$ cat src/rtl/mem_port_arbiter.sv
// Serialises fetch (I), load/store (D) and loader (L) accesses onto one single-port memory.
// Loader wins outright, I/D alternate; ack comes MEM_LAT+2 cycles after the grant, req is held until ack.
module mem_port_arbiter #(
  parameter int AW      = 8,
  parameter int DW      = 64,
  parameter int MEM_LAT = 1
) (
  input  logic          clk,
  input  logic          reset,
  input  logic          i_req,
  input  logic [AW-1:0] i_addr,
  output logic [DW-1:0] i_rdata,
  output logic          i_ack,
  input  logic          d_req,
  input  logic [AW-1:0] d_addr,
  input  logic [DW-1:0] d_wdata,
  input  logic [1:0]    d_we,
  output logic [DW-1:0] d_rdata,
  output logic          d_ack,
  input  logic          l_req,
  input  logic [AW-1:0] l_addr,
  input  logic [31:0]   l_wdata,
  output logic          l_ack,
  output logic          m_en,
  output logic [1:0]    m_we,
  output logic [AW-1:0] m_addr,
  output logic [DW-1:0] m_wdata,
  input  logic [DW-1:0] m_rdata,
  output logic [1:0]    owner,
  output logic [31:0]   txn_cnt
);

  typedef enum logic [1:0] {IDLE, ISSUE, WAIT, RESP} state_t;

  localparam logic [1:0] OWN_NONE = 2'd0;
  localparam logic [1:0] OWN_I    = 2'd1;
  localparam logic [1:0] OWN_D    = 2'd2;
  localparam logic [1:0] OWN_L    = 2'd3;
  localparam logic [3:0] LAT      = 4'(MEM_LAT);

  state_t        state_q, state_d;
  logic [1:0]    owner_q, owner_d;
  logic [AW-1:0] addr_q, addr_d;
  logic [DW-1:0] wdata_q, wdata_d;
  logic [1:0]    we_q, we_d;
  logic [3:0]    cnt_q, cnt_d;
  logic          rr_q, rr_d;
  logic [DW-1:0] i_rdata_q, i_rdata_d;
  logic [DW-1:0] d_rdata_q, d_rdata_d;
  logic [31:0]   txn_q, txn_d;

  always_ff @(posedge clk or negedge reset) begin
    if (!reset) begin
      state_q   <= IDLE;
      owner_q   <= OWN_NONE;
      addr_q    <= '0;
      wdata_q   <= '0;
      we_q      <= 2'b00;
      cnt_q     <= '0;
      rr_q      <= 1'b0;
      i_rdata_q <= '0;
      d_rdata_q <= '0;
      txn_q     <= '0;
    end else begin
      state_q   <= state_d;
      owner_q   <= owner_d;
      addr_q    <= addr_d;
      wdata_q   <= wdata_d;
      we_q      <= we_d;
      cnt_q     <= cnt_d;
      rr_q      <= rr_d;
      i_rdata_q <= i_rdata_d;
      d_rdata_q <= d_rdata_d;
      txn_q     <= txn_d;
    end
  end

  always_comb begin
    state_d   = state_q;
    owner_d   = owner_q;
    addr_d    = addr_q;
    wdata_d   = wdata_q;
    we_d      = we_q;
    cnt_d     = cnt_q;
    rr_d      = rr_q;
    i_rdata_d = i_rdata_q;
    d_rdata_d = d_rdata_q;
    txn_d     = txn_q;
    unique case (state_q)
      IDLE: begin
        if (l_req) begin
          owner_d = OWN_L;
          addr_d  = l_addr;
          wdata_d = DW'(l_wdata);
          we_d    = 2'b01;
          state_d = ISSUE;
        end else if (i_req && !(d_req && rr_q)) begin
          // rr_q only matters when I and D collide
          owner_d = OWN_I;
          addr_d  = i_addr;
          we_d    = 2'b00;
          state_d = ISSUE;
        end else if (d_req) begin
          owner_d = OWN_D;
          addr_d  = d_addr;
          wdata_d = d_wdata;
          we_d    = d_we;
          state_d = ISSUE;
        end
      end
      ISSUE: begin
        cnt_d   = LAT;
        state_d = WAIT;
      end
      WAIT: begin
        cnt_d = cnt_q - 4'd1;
        if (cnt_d == 4'd0) begin
          if (owner_q == OWN_I) i_rdata_d = (we_q == 2'b00) ? m_rdata : '0;
          if (owner_q == OWN_D) d_rdata_d = (we_q == 2'b00) ? m_rdata : '0;
          state_d = RESP;
        end
      end
      RESP: begin
        txn_d = txn_q + 32'd1;
        if (owner_q == OWN_I) rr_d = 1'b1;
        if (owner_q == OWN_D) rr_d = 1'b0;
        owner_d = OWN_NONE;
        state_d = IDLE;
      end
      default: state_d = IDLE;
    endcase
  end

  assign m_en    = (state_q == ISSUE);
  assign m_we    = (state_q == ISSUE) ? we_q : 2'b00;
  assign m_addr  = addr_q;
  assign m_wdata = wdata_q;
  assign i_ack   = (state_q == RESP) && (owner_q == OWN_I);
  assign d_ack   = (state_q == RESP) && (owner_q == OWN_D);
  assign l_ack   = (state_q == RESP) && (owner_q == OWN_L);
  assign i_rdata = i_rdata_q;
  assign d_rdata = d_rdata_q;
  assign owner   = owner_q;
  assign txn_cnt = txn_q;

endmodule

$ cat config.mk
export PLATFORM = sky130hd
export DESIGN_NAME = mem_port_arbiter
export DESIGN_NICKNAME = d
export VERILOG_FILES = /design/src/rtl/mem_port_arbiter.sv
export SDC_FILE = /design/constraint.sdc
export NUM_CORES = 1
export LEC_CHECK = 0
export CAP_MARGIN = 10
export CORE_AREA = 2 2 169 171
export DETAILED_ROUTE_END_ITERATION = 8
export DIE_AREA = 0 0 171 173
export PLACE_DENSITY_LB_ADDON = 0.08
export SETUP_SLACK_MARGIN = 0.1
export SLEW_MARGIN = 20
export SYNTH_ARGS = -nofsm -noshare
export SYNTH_HDL_FRONTEND = slang
export SYNTH_SLANG_ARGS = --single-unit
export TNS_END_PERCENT = 30
$ cat constraint.sdc
create_clock -name clk -period 2.7 [get_ports clk]
set_clock_uncertainty 0.15 [all_clocks]
set_input_delay 0.675 -clock clk [delete_from_list [all_inputs] [get_ports clk]]
set_output_delay 0.675 -clock clk [all_outputs]
set_load 0.01 [all_outputs]
* Word level (Yosys, flattened, before mapping)
Cells that the tools add are included.
** Operators by class
- Multiplexer cells :: 23
- Reductions and logical operators :: 21
- Add/sub/neg operators :: 2
- Equal/unequal tests :: 9
** Operators by type and width (count)
- $mux 64 :: 4
- $add 32x1->32 const B :: 1
- $mux 8 :: 3
- $mux 2 :: 11
- $reduce_and 3->1 :: 3
- $eq 2x2->1 const B :: 4
- $pmux 2 s4 :: 1
- $pmux 4 s2 :: 1
- $reduce_and 2->1 :: 4
- $reduce_bool 2->1 :: 4
- $logic_and 1x1->1 :: 5
- $eq 2x1->1 const B :: 2
- $logic_not 2->1 :: 2
- $logic_not 4->1 :: 1
- $ne 2x2->1 const B :: 2
- $ne 4x4->1 const B :: 1
- $pmux 2 s2 :: 1
- $sub 4x1->4 const B :: 1
- $reduce_bool 3->1 :: 1
- $mux 1 :: 2
- $logic_not 1->1 :: 1
** Word-level totals
- Register bits after elaboration :: 243
- Input bits :: 191
- Output and inout port bits :: 240
- Logic and storage cells :: 65

* Longest topological paths before layout
- Depth in word-level cells :: 6
- Mapped depth :: 7
- Depth with buffers taken out :: 6

* Worst setup path after synthesis
Ideal clock, no wire load.
- Kind :: input -> register
- Start :: in l_req
- End :: reg wdata_q[3], in the netlist m_wdata[3]
- Cell stages on the path :: 5
- Path slack :: 0.515 ns
- Library setup time :: 0.128 ns
- Data required time :: 2.422 ns
- Path buffers :: 3
- Arrival time :: 1.908 ns
- Path through :: clkbuf_1 > buf_2 > buf_2 > mux2_2 > mux2_1
** On the way
- Word-level cells in the longest chain between the ends :: 2
- Elaborated cells between the ends (all ways) :: 4
- Those cells by class :: eq/ne (1); mux (1); reduce/logical (2)
** RTL lines
- start, declared :: line 20 : input logic l_req,
- $ne 2x2->1 (no line) / $reduce_bool 2->1 (equally long branches)
- $reduce_and 3->1 (no line)
- end signal, assigned :: line 68 : wdata_q <= wdata_d;
- end, declared :: line 44 : logic [DW-1:0] wdata_q, wdata_d;
Parallel ways exist; a longest one is shown, timed or not.
A chain may end at the register's enable or synchronous reset.

* Worst setup path in the final report
- Start :: reg state_q[1]
- End :: out m_we[0]
** On the way
- Word-level cells in the longest chain between the ends :: 2
** RTL lines
- start, declared :: line 41 : state_t state_q, state_d;
- start signal, assigned :: line 65 : state_q <= state_d;
- $eq 2x1->1 :: line 135 : assign m_we = (state_q == ISSUE) ? we_q : 2'b00;
- $mux 2 :: line 135
- end, declared :: line 25 : output logic [1:0] m_we,
No other way between the ends.

==> impl_metrics.yaml <==
floorplanning:
  die_area_mm2: 0.0296
  initial_core_util_pct: 38.9
  die_x_um: 171
  rows: 61
  dieHeight_um: 173
  ios: 431
  core_area_mm2: 0.0276
global_routing:
  grt_max_degree: 65
  grt.busiest_layer: "met2"
  antenna_found_initial: 4
  grt_pass1_vias: 8374
  grt.total_usage_pct: 20.7
  use_met1_pct: 24.2
  grt_pass1_wl_mm: 47.9
  grt_util_met3_pct: 6.98
  grt_overflow_total: 0
  grtUsageMet2_pct: 35.6
power_and_ir_drop:
  ir_worst_vdd_mv: 0.450
  power.leakage_nw: 7.33
  powerDensity_mw_per_mm2: 969
critical_path:
  cp.arrival_ns: 1.67
  cp_max_fo: 4
  cp.required_ns: 1.88
  start_kind: "flip-flop"
  crit_path_end_kind: "primary output"
  path_class: "flip-flop to primary output"
synth:
  synth_edf_count: 0
  seq_area_frac_synth_pct: 56.5
  syn-cell-area_mm2: 0.0108
  synth_cells: 798
  ys.flop_type: "dfrtp_1"
  yosys_register_bits: 243
  synth.net_count: 1000
  synth_warnings: 0
  synth_area_per_cell_um2: 13.5
  synthArstFlopShare_pct: 100
  netlist-cell-type-count: 42
clock_network:
  cts_root_buf: "clkbuf_16"
  clk_latency_ns: 0.53
  cts.sinks: 243
  ctsHtreeMaxLevel: 1
  clk_pin_slew_ns: 0.06
  cts_tree: "yes"
  clock_path_buffers: 3
  numCtsBuffers: 28
status:
  status: "finished clean"
timing:
  slew_headroom_pct: 58.7
  timing.final.crit_share_pct: 92.3
  rsz0062_at_grt: "yes"
  hold_violations: 0
  finalSetupViolations: 0
  tightest_slew_ns: 0.619
  finalSetupTns_ns: 0
  slew_viol_final: 0
  min_period_ns: 2.49
  max_freq_mhz: 401
layout:
  final_layout_size_suffix_gt1_share_pct: 12.8
  nets: 1442
  final_util_pct: 60.3
  syn2layout_area_growth_pct: 55.0
placement:
  place_hpwl_mm: 22.5
  place_congestion: 0.803
  io_buffer_count: 430
detailed_routing:
  wl_mm: 30.7
  drt_drc_violations_left: 0
  drtIter0Drc: 310
  antenna_left: 0
  drt_pre_antenna_iters: 4
  vias: 7806
  post_drt_wl_per_cell_um: 18.7
  viasPerCell: 4.75
min_path:
  hold_class: "flip-flop to flip-flop"
run:
  maxCapViolCount: 0
## synthesized netlist by cell type, types with 2 or more instances
library cell	instances	area, µm²
o21ai_0	19	95.1
and3_1	6	37.5
nor2_1	6	22.5
xnor2_1	25	219
inv_1	11	41.3
a21oi_1	2	10.0
and4_1	4	35.0
xor2_1	6	52.6
nor2b_1	33	206
o31ai_1	4	30.0
nor4_1	3	18.8
buf_2	23	115
mux2_1	159	1790
nand2_1	23	86.3
dfrtp_1	243	6080
nand3_1	16	80.1
and2_1	69	432
clkbuf_1	17	63.8
nor3_1	5	25.0
ha_1	11	138
mux2i_1	8	80.1
mux2_2	75	845
nand4_1	11	68.8
## registers in the layout, indices dropped and copies added (netlist names)
signal   count
rr_q         1
txn_cnt     32
d_rdata     64
we_q         2
owner        2
i_rdata     64
m_addr       8
cnt_q        4
state_q      2
m_wdata     64
## critical path, cell delays in order, from the launching register on
cell and delay, ns:
dfrtp_1 0.41, inv_1 0.12, ha_1 0.18, and2_1 0.13
clkdlybuf4s15_1 0.31
## routing by layer
metal	vias to the layer above	wire (µm)
met1	3822	12000
met5	-	0
met2	289	15200
li1	3660	-
met4	0	708
met3	35	2850
## what timing repair did
| item | 4_1_cts | 5_1_grt |
|---|---|---|
| endpoints found under the setup margin | 6 | 3 |
| resized for setup | 7 | 5 |
| pin swaps | 0 | 0 |
| hold buffers | 1 | 0 |
| setup buffers | 0 | 0 |
| endpoints found under the hold margin | 56 | 0 |
## placed cells by master (no fill, tap or decap), types with 2 or more instances in the layout
cell type	synthesis	final
and2_1	69	69
dfrtp_1	243	242
buf_12	0	9
clkdlybuf4s50_1	0	422
nor2_1	6	5
bufinv_16	0	4
nor2_4	1	3
mux2_2	75	75
diode_2	0	4
and4_1	4	4
nor4_1	3	3
ha_1	11	10
nand2_1	23	23
clkbuf_8	0	6
dlygate4sd2_1	0	3
a21oi_1	2	2
inv_1	11	11
nor2b_1	33	32
clkbuf_16	0	29
mux2_1	159	159
nor3_1	5	5
nand4_1	11	11
o21ai_0	19	19
clkbuf_1	17	3
xor2_1	6	6
o31ai_1	4	3
clkinv_2	0	6
buf_4	0	13
mux2i_1	8	8
clkdlybuf4s15_1	0	2
clkinvlp_4	0	4
nand3_1	16	16
xnor2_1	25	25
and3_1	6	6
## cells by family (layout without fill, tap and decap cells)
logic type | Yosys count | after routing | share of synthesized area (%)
compound gates | 33 | 33 | 1.99
xor+xnor | 31 | 31 | 2.52
other cells | 0 | 4 | 0
fa+ha+maj | 11 | 11 | 1.28
buf+inv | 52 | 516 | 2.08
mux | 242 | 242 | 25.2
simple gates | 186 | 186 | 10.4
flops | 243 | 243 | 56.5
## power breakdown
group | internal, mW | switching (mW)
Combinational | 3.73 | 2.83
Sequential | 4.88 | 0.698
Clock | 2.50 | 1.51
Total | 11.1 | 5.04
## area by class of cell
cell class,instances,area [µm²]
Fill cell,2290,11000
Sequential cell,243,6080
Timing Repair Buffer,453,4580
Multi-Input combinational cell,503,4480
Clock buffer,38,820
Tap cell,378,473
Clock inverter,14,180
Inverter,11,41.3
Antenna cell,4,10.0
## through the flow
| stage | std cells | area [µm²] | power (mW) | hold slack (ns) | setup WS (ns) |
|---|---|---|---|---|---|
| after floorplan | 798 | 10800 | 8.56 | 0.229 | 0.515 |
| after global placement | 1587 | 15700 | 12.2 | 0.312 | 0.130 |
| after detailed placement | 1587 | 15700 | 12.3 | 0.312 | 0.104 |
| after CTS | 1640 | 16700 | 16.4 | 0.325 | 0.118 |
| after global routing | 1644 | 16700 | 17.1 | 0.343 | 0.0767 |
| final | 1644 | 16700 | 16.2 | 0.319 | 0.208 |
## worst paths after layout
kind / cells after the start / slack [ns] / to / from
max: 4 / 0.21 / m_we[0] / state_q[1]
min: 1 / 0.32 / txn_cnt[31] / txn_cnt[31]
max reg2reg: 7 / 0.37 / d_rdata[59] / cnt_q[0]
min reg2reg: 1 / 0.32 / txn_cnt[31] / txn_cnt[31]
max in group asynchronous: 3 / 1.14 / i_rdata[48] / reset
min in group asynchronous: 2 / 0.54 / d_rdata[27] / reset
No activity file was read; power rests on OpenSTA's default activity.
